### src/rtl/bp_pkg.sv
// bp_pkg: shared types and helpers for the branch predictor.
//   bp_entry_t   - one BTB entry as seen by the lookup path (valid, tag, target).
//                  The tag field is 32 bits wide. Narrower stored tags are
//                  zero-extended into it.
//   ctr_op_t     - write operation for the saturating counter array.
//   ctr_init_nt  - weakly not-taken counter value for a given counter width.
//   ctr_init_t   - weakly taken counter value for a given counter width.
//   ctr_max      - saturated value for a given counter width.
//   bp_index     - table index from a PC, optionally XORed with global history.
//   bp_tag       - tag bits taken from just above the index field of a PC.
package bp_pkg;

  localparam int MAX_CTR_WID = 4;

  typedef struct packed {
    logic        valid;
    logic [31:0] tag;
    logic [31:0] target;
  } bp_entry_t;

  typedef enum logic [1:0] {
    CTR_INC  = 2'd0,
    CTR_DEC  = 2'd1,
    CTR_LOAD = 2'd2
  } ctr_op_t;

  function automatic logic [MAX_CTR_WID-1:0] ctr_init_nt(input int ctr_wid);
    return MAX_CTR_WID'((1 << (ctr_wid - 1)) - 1);
  endfunction

  function automatic logic [MAX_CTR_WID-1:0] ctr_init_t(input int ctr_wid);
    return MAX_CTR_WID'(1 << (ctr_wid - 1));
  endfunction

  function automatic logic [MAX_CTR_WID-1:0] ctr_max(input int ctr_wid);
    return MAX_CTR_WID'((1 << ctr_wid) - 1);
  endfunction

  // Word-aligned PCs, so the index starts at bit 2. In gshare mode the
  // history is XORed into the low index bits.
  function automatic logic [31:0] bp_index(input logic [31:0] pc, input logic [31:0] ghr,
                                           input int idx_wid, input int mode);
    logic [31:0] mask;
    mask = (32'd1 << idx_wid) - 32'd1;
    if (mode == 1)
      return ((pc >> 2) ^ ghr) & mask;
    else
      return (pc >> 2) & mask;
  endfunction

  function automatic logic [31:0] bp_tag(input logic [31:0] pc, input int idx_wid,
                                         input int tag_wid);
    logic [63:0] mask;
    mask = (64'd1 << tag_wid) - 64'd1;
    return 32'((64'(pc) >> (idx_wid + 2)) & mask);
  endfunction

endpackage

### src/rtl/branch_predictor_sat_counter_array.sv
// sat_counter_array: ENTRIES saturating up/down counters.
//   clk, rst  - clock, asynchronous active-high reset (counters -> weakly not-taken)
//   rd_idx    - combinational read port index; rd_ctr is the counter value
//   wr_en     - apply wr_op to entry wr_idx at the clock edge
//   wr_op     - CTR_INC / CTR_DEC (both saturating) or CTR_LOAD (load wr_load)
module sat_counter_array
  import bp_pkg::*;
#(
  parameter int ENTRIES = 64,
  parameter int IDX_WID = 6,
  parameter int CTR_WID = 2
) (
  input  logic               clk,
  input  logic               rst,
  input  logic [IDX_WID-1:0] rd_idx,
  output logic [CTR_WID-1:0] rd_ctr,
  input  logic               wr_en,
  input  logic [IDX_WID-1:0] wr_idx,
  input  ctr_op_t            wr_op,
  input  logic [CTR_WID-1:0] wr_load
);

  localparam logic [CTR_WID-1:0] INIT_NT = CTR_WID'(ctr_init_nt(CTR_WID));
  localparam logic [CTR_WID-1:0] CTR_MAX = CTR_WID'(ctr_max(CTR_WID));

  logic [CTR_WID-1:0] ctr_all [ENTRIES];

  generate
    for (genvar gi = 0; gi < ENTRIES; gi++) begin : g_ctr
      logic [CTR_WID-1:0] ctr_reg;

      always_ff @(posedge clk or posedge rst) begin
        if (rst) begin
          ctr_reg <= INIT_NT;
        end else if (wr_en && (wr_idx == IDX_WID'(gi))) begin
          case (wr_op)
            CTR_INC:  if (ctr_reg != CTR_MAX) ctr_reg <= ctr_reg + CTR_WID'(1);
            CTR_DEC:  if (ctr_reg != '0)      ctr_reg <= ctr_reg - CTR_WID'(1);
            CTR_LOAD: ctr_reg <= wr_load;
            default:  ctr_reg <= ctr_reg;
          endcase
        end
      end

      assign ctr_all[gi] = ctr_reg;
    end
  endgenerate

  assign rd_ctr = ctr_all[rd_idx];

endmodule

### src/rtl/branch_predictor.sv
// branch_predictor: tagged BTB plus saturating direction counters.
// It uses bimodal indexing (MODE=0) or gshare indexing (MODE=1).
//   clk, rst        - core clock, asynchronous active-high reset
//   stall           - freezes all tables, history and statistics
//   lookup_pc       - IF-stage PC. predict_taken/predict_pc are combinational.
//   upd_*           - resolved instruction from EX, used for training
//   branch_cnt      - resolved branches since reset (saturating)
//   mispredict_cnt  - mispredicted branches since reset (saturating)
module branch_predictor
  import bp_pkg::*;
#(
  parameter int ENTRIES = 64,
  parameter int TAG_WID = 8,
  parameter int CTR_WID = 2,
  parameter int MODE    = 0,
  parameter int GHR_WID = 6
) (
  input  logic        clk,
  input  logic        rst,
  input  logic        stall,
  input  logic [31:0] lookup_pc,
  output logic        predict_taken,
  output logic [31:0] predict_pc,
  input  logic        upd_valid,
  input  logic        upd_branch,
  input  logic [31:0] upd_pc,
  input  logic        upd_taken,
  input  logic [31:0] upd_target,
  input  logic        upd_mispredict,
  output logic [31:0] branch_cnt,
  output logic [31:0] mispredict_cnt
);

  localparam int IDX_WID = $clog2(ENTRIES);

  logic [GHR_WID-1:0] ghr_reg, ghr_next;
  logic [ENTRIES-1:0] valid_reg;
  logic [TAG_WID-1:0] tag_mem    [ENTRIES];
  logic [31:0]        target_mem [ENTRIES];
  logic [31:0]        branch_cnt_reg, mispredict_cnt_reg;

  logic [IDX_WID-1:0] lookup_idx, upd_idx;
  logic [TAG_WID-1:0] lookup_tag, upd_tag;
  logic [CTR_WID-1:0] lookup_ctr;
  bp_entry_t          lookup_entry;
  logic               lookup_hit, upd_hit, do_upd, ctr_wr_en;
  ctr_op_t            ctr_op;

  // The lookup and update paths use the same registered history. Both
  // therefore index the same way within a cycle.
  assign lookup_idx = IDX_WID'(bp_index(lookup_pc, 32'(ghr_reg), IDX_WID, MODE));
  assign lookup_tag = TAG_WID'(bp_tag(lookup_pc, IDX_WID, TAG_WID));
  assign upd_idx    = IDX_WID'(bp_index(upd_pc, 32'(ghr_reg), IDX_WID, MODE));
  assign upd_tag    = TAG_WID'(bp_tag(upd_pc, IDX_WID, TAG_WID));

  always_comb begin
    lookup_entry        = '0;
    lookup_entry.valid  = valid_reg[lookup_idx];
    lookup_entry.tag    = 32'(tag_mem[lookup_idx]);
    lookup_entry.target = target_mem[lookup_idx];
  end

  assign lookup_hit    = lookup_entry.valid && (lookup_entry.tag == 32'(lookup_tag));
  assign predict_taken = lookup_hit & lookup_ctr[CTR_WID-1];
  assign predict_pc    = predict_taken ? lookup_entry.target : lookup_pc + 32'd4;

  assign do_upd  = upd_valid & upd_branch & ~stall;
  assign upd_hit = valid_reg[upd_idx] && (tag_mem[upd_idx] == upd_tag);

  // A miss with a not-taken outcome leaves the counter untouched. A miss
  // with a taken outcome reallocates the entry as weakly taken.
  assign ctr_wr_en = do_upd & (upd_hit | upd_taken);
  assign ctr_op    = upd_hit ? (upd_taken ? CTR_INC : CTR_DEC) : CTR_LOAD;

  sat_counter_array #(
    .ENTRIES (ENTRIES),
    .IDX_WID (IDX_WID),
    .CTR_WID (CTR_WID)
  ) u_ctrs (
    .clk     (clk),
    .rst     (rst),
    .rd_idx  (lookup_idx),
    .rd_ctr  (lookup_ctr),
    .wr_en   (ctr_wr_en),
    .wr_idx  (upd_idx),
    .wr_op   (ctr_op),
    .wr_load (CTR_WID'(ctr_init_t(CTR_WID)))
  );

  generate
    if (GHR_WID > 1) begin : g_ghr_shift
      assign ghr_next = {ghr_reg[GHR_WID-2:0], upd_taken};
    end else begin : g_ghr_bit
      assign ghr_next = upd_taken;
    end
  endgenerate

  always_ff @(posedge clk or posedge rst) begin
    if (rst) begin
      ghr_reg            <= '0;
      valid_reg          <= '0;
      branch_cnt_reg     <= '0;
      mispredict_cnt_reg <= '0;
    end else if (do_upd) begin
      if (MODE == 1) ghr_reg <= ghr_next;
      if (upd_taken) valid_reg[upd_idx] <= 1'b1;
      if (branch_cnt_reg != 32'hFFFF_FFFF) branch_cnt_reg <= branch_cnt_reg + 32'd1;
      if (upd_mispredict && (mispredict_cnt_reg != 32'hFFFF_FFFF))
        mispredict_cnt_reg <= mispredict_cnt_reg + 32'd1;
    end
  end

  // Tag and target storage need no reset because valid_reg gates every use.
  always_ff @(posedge clk) begin
    if (do_upd && upd_taken) begin
      tag_mem[upd_idx]    <= upd_tag;
      target_mem[upd_idx] <= upd_target;
    end
  end

  assign branch_cnt     = branch_cnt_reg;
  assign mispredict_cnt = mispredict_cnt_reg;

endmodule

### config.mk
export PLATFORM = sky130hd
export DESIGN_NAME = branch_predictor
export DESIGN_NICKNAME = d
export VERILOG_FILES = /design/src/rtl/bp_pkg.sv /design/src/rtl/branch_predictor_sat_counter_array.sv /design/src/rtl/branch_predictor.sv
export SDC_FILE = /design/constraint.sdc
export NUM_CORES = 2
export LEC_CHECK = 0
export CORE_AREA = 2 2 470 472
export DETAILED_ROUTE_END_ITERATION = 7
export DIE_AREA = 0 0 472 474
export PLACE_DENSITY_LB_ADDON = 0.12
export SETUP_SLACK_MARGIN = 0.15
export SYNTH_ARGS = -nofsm -noshare
export SYNTH_HDL_FRONTEND = slang
export SYNTH_HIERARCHICAL = 1
export SYNTH_SLANG_ARGS = --single-unit
### constraint.sdc
create_clock -name clk -period 12.59 [get_ports clk]
set_input_delay 2.518 -clock clk [delete_from_list [all_inputs] [get_ports clk]]
set_output_delay 2.518 -clock clk [all_outputs]
set_load 0.02 [all_outputs]
Word-level counts from Yosys, hierarchy flattened
Memories as Yosys holds them, arrays and structs flattened.
Cells that the tools add are included.
{"block": "op_classes", "n_reduce_logical": 203, "n_bitwise": 8, "n_addsub": 131, "n_mux": 206, "magnitude_cmp": 4, "eq_ne": 261}
{"op": "$pmux W2 S3", "n": 64}
{"op": "$mux W2", "n": 131}
{"op": "$ne A2 B1 Y1 const B", "n": 128}
{"op": "$reduce_and A4 Y1", "n": 64}
{"op": "$eq A6 B6 Y1 const B", "n": 32}
{"op": "$add A2 B1 Y2 const B", "n": 64}
{"op": "$ne A2 B2 Y1 const B", "n": 64}
{"op": "$reduce_bool A2 Y1", "n": 64}
{"op": "$sub A2 B1 Y2 const B", "n": 64}
{"op": "$eq A6 B5 Y1 const B", "n": 16}
{"op": "$logic_and A1 B1 Y1", "n": 69}
{"op": "$add A32 B1 Y32 const B", "n": 2}
{"op": "$ne A32 B32 Y1 const B", "n": 2}
{"op": "$or A64 B64 Y64", "n": 1}
{"op": "$eq A6 B4 Y1 const B", "n": 8}
{"op": "$add A32 B3 Y32 const B", "n": 1}
{"op": "$mux W32", "n": 1}
{"op": "$eq A6 B3 Y1 const B", "n": 4}
{"op": "$eq A8 B8 Y1", "n": 2}
{"op": "$lt A6 B7 Y1 const B", "n": 2}
{"op": "$bmux W1 S6", "n": 2}
{"op": "$bmux W2 S6", "n": 1}
{"op": "$eq A6 B2 Y1 const B", "n": 2}
{"op": "$ge A7 B7 Y1 const B", "n": 1}
{"op": "other kinds (14)", "n": 24}
{"block": "word_totals", "ram_bits": 2560, "word_cells": 882, "inputBits": 103, "mem_count": 2, "register_bits": 256, "output_inout_bits": 97}
{"memory": "target_mem", "depth": 64, "word_bits": 32, "rd": 1, "rd_ports_with_merged_regs": 0, "write_ports": 1, "line_no": "branch_predictor.sv:39", "rtl": "logic [31:0] target_mem [ENTRIES];"}
{"memory": "tag_mem", "depth": 64, "word_bits": 8, "rd": 2, "rd_ports_with_merged_regs": 0, "write_ports": 1, "line_no": "branch_predictor.sv:38", "rtl": "logic [TAG_WID-1:0] tag_mem [ENTRIES];"}

Logic depth before layout (Yosys ltp)
{"block": "logic_depth", "word_depth": 7, "depth_mapped": 22, "ltp_nobuf": 13}

Modules after synthesis
Netlist, hierarchy kept.
{"mod": "branch_predictor", "instances": 1, "cells_per_inst": 4962, "area_each_um2": 108409.0, "seq_area_each_um2": 80076.8}
{"mod": "sat_counter_array", "instances": 1, "cells_per_inst": 1295, "area_each_um2": 11208.2, "seq_area_each_um2": 3283.1}

Least setup slack after synthesis
Ideal clock, no wire load.
{"block": "synth_path", "path_type": "input -> output", "from": "in lookup_pc[2]", "to": "out predict_pc[2]", "t_required_ns": 10.072, "t_arrival_ns": 5.551, "cell_stages": 12, "slack_ns": 4.521, "path_cell_list": "buf_2 > buf_6 > buf_4 > buf_6 > buf_2 > buf_2 > buf_2 > mux4_2 > mux4_2 > mux2_2 > a21oi_1 > mux2i_1"}
{"block": "synth_via", "elab_chain_len": 6, "elab_cells_between_ends": 13, "classes_between": "1 x add/sub; 1 x eq/ne; 6 x mux; 2 x bitwise; 1 x reduce/logical; 2 x memory"}
{"item": "start: declaration", "line_no": "branch_predictor.sv:21", "rtl": "input logic [31:0] lookup_pc,"}
{"item": "branches (longest 5 deep; another with $mem_v2 Z64 W8)"}
{"item": "$mux W32 *", "line_no": "branch_predictor.sv:65", "rtl": "assign predict_pc = predict_taken ? lookup_entry.target : lookup_pc + 32'd4;"}
{"item": "end: declaration", "line_no": "branch_predictor.sv:23", "rtl": "output logic [31:0] predict_pc,"}
Mark *: on every way between the ends. The select of a mux whose other input is x is not followed.

Worst setup path in the final report
{"block": "layout_path", "from": "in lookup_pc[4]", "to": "out predict_pc[2]"}
Same word-level chain as after synthesis.

==> flow_metrics.env <==
export IMPL_setup_viol=0
export IMPL_hold_class="reg -> reg"
export IMPL_die_height_um=474
export IMPL_rows=172
export IMPL_dpl_hpwl_mm=196
export IMPL_fin_crit_sh=0.885
export IMPL_path_class="in -> out"
export IMPL_grt_pass1_wl_mm=512
export IMPL_end_kind="output pin"
export IMPL_drc=0
export IMPL_drv_slew=65
export IMPL_dieArea_um2=224000
export IMPL_crit_path_start_kind="primary input"
export IMPL_path_cells="buf_8 > buf_4 > mux4_2 > mux4_2 > o311ai_1 > nor2_1 > nor4b_1 > nand3_4 > mux2i_1 > clkdlybuf4s50_1"
export IMPL_first_global_vias=66700
export IMPL_power_leakage_nw=42.5
export IMPL_first_pass_iters=8
export IMPL_hold_violations=0
export IMPL_post_route_min_period_ns=11.15
export IMPL_worstPathRequired_ns=10.07
export IMPL_layout_nets=6573
export IMPL_clock_latency_ns=0.96
export IMPL_cts_sinks=2816
export IMPL_cts_root_buf="clkbuf_16"
export IMPL_design_area_um2=134000
export IMPL_wl_met1_mm=137
export IMPL_largest_reg_flops=2048
export IMPL_start_util=0.545
export IMPL_fin_ws_ns=1.44
export IMPL_io_pin_count=200
export IMPL_drive_above_1_share=0.276
export IMPL_grt_overflow_total=0
export IMPL_yosys_warnings=6
export IMPL_cts_setup_buffers=0
export IMPL_status="complete, but fails checks"
export IMPL_routed_wl_mm=367
export IMPL_num_vias=69200
export IMPL_pre_cts_slack_ns=1.46
export IMPL_powerDensity_nw_per_um2=150
export IMPL_cts_tree="built"
export IMPL_clock_fmax_mhz=89.7
export IMPL_portBuffers=181
export IMPL_syn_to_final_growth_pct=12.4
export IMPL_path_common_cell="mux4_2"
export IMPL_grt_max_degree=188
export IMPL_wl_met3_mm=43.9
export IMPL_violations="slew limit"
export IMPL_peakVddDrop_v=0.000159
export IMPL_die_width_um=472
export IMPL_synth_avg_cell_area_um2=19.1
export IMPL_multi_input_area_um2=34300
export IMPL_synthCells=6224
export IMPL_placed_area_um2=124000
export IMPL_antenna_violating_nets_post_route=0
export IMPL_antenna_found_initial=23
export IMPL_cts_hold_buf=0
export IMPL_htree_levels=5
export IMPL_slowest_delay_ns=0.94
export IMPL_core_area_um2=219000
export IMPL_tightest_slew_ns=3.30
export IMPL_via_per_inst=7.22
export IMPL_tns_ns=0
export IMPL_dr_wl_met2_mm=170
export IMPL_rsz0062_at_grt="no"
export IMPL_cts_resized_gates=0
export IMPL_register_area_um2=83400
export IMPL_drv_cap=0
export IMPL_path_clk_slew_ns=0.06
export IMPL_cp_max_fo=58
export IMPL_drt_iter0_markers=11100
export IMPL_routed_top_layer="met5"
export IMPL_wire_per_inst_um=38.4
export IMPL_n_fill_cell=15300
export IMPL_skew_ns=0.0418
export IMPL_grt_total_usage=0.328
export IMPL_clockBufferDepth=4
export IMPL_worstPathArrival_ns=8.63
export IMPL_syn_area_um2=119000
export IMPL_slew_headroom=-1.20
export IMPL_cts_made_buffers=311
export IMPL_crit_path_top_delay_cell="o311ai_1"
export IMPL_routabilityCongestion=0.934
[area by class of cell]
| class | instances | area share |
|---|---|---|
| Antenna cell | 17 | 0.000318 |
| Timing Repair Buffer | 365 | 0.0235 |
| Tap cell | 2871 | 0.0268 |
| Clock buffer | 387 | 0.0620 |
| Clock inverter | 145 | 0.00809 |
| Sequential cell | 2816 | 0.623 |
| Inverter | 27 | 0.000832 |
| Multi-Input combinational cell | 2946 | 0.256 |
[power by group]
group,switching (mW),internal [mW],leakage [nW]
combinational,0.719,0.476,11.6
sequential,0.0554,10.3,26.3
clock,3.65,4.96,4.60
total,4.42,15.7,42.5
[worst max-delay path: cells and delay by family]
family	cells	cell delay, ns
buffers and inverters	3	2.00
muxes	3	1.58
and+or+nand+nor	3	1.44
AOI/OAI and AO/OA	1	0.94
[path summary, 6_finish.rpt]
path,slack [ns],cells past startpoint,to,start
max,1.44,10,predict_pc[2],lookup_pc[4]
min,0.49,1,valid_reg[62],valid_reg[62]
max reg2reg,5.97,15,u_ctrs/g_ctr[58].ctr_reg[0],tag_mem[18][7]
min reg2reg,0.49,1,valid_reg[62],valid_reg[62]
max in group asynchronous,9.03,3,mispredict_cnt[14],rst
min in group asynchronous,2.10,2,u_ctrs/g_ctr[47].ctr_reg[1],rst
[routing by layer]
layer	global-route usage	vias to the layer above
li1	-	26800
met1	0.458	36600
met2	0.499	4777
met3	0.0839	897
met4	0.133	12
met5	0	-
[layout by cell type, fill, tap and decap left out, drive strengths merged, types with 35 or more instances in the layout]
cell type,count
or4,36
o21ai,92
o311a,60
nor2,144
a221oi,89
edfxtp,2560
o41ai,38
a21oi,185
nor3,86
clkinv,117
nor4,65
nand2,181
nand3,53
mux2,80
dfrtp,192
mux4,861
a31oi,42
a22oi,55
clkdlybuf4s50,133
o22ai,51
xnor2,68
or3b,65
clkbuf,387
mux2i,83
buf,232
xor2,35
dfstp,64
or2,70
nand3b,70
[stage by stage]
step	hold slack (ns)	power, mW	utilization	instances
after floorplan	0.447	11.2	-	6227
after global placement	0.470	11.7	0.569	9025
after detailed placement	0.476	11.7	0.569	9025
after CTS	0.489	20.2	0.612	9557
after global routing	0.504	20.6	0.612	9567
final	0.490	20.1	0.612	9574
No activity file was read; power rests on OpenSTA's default activity.
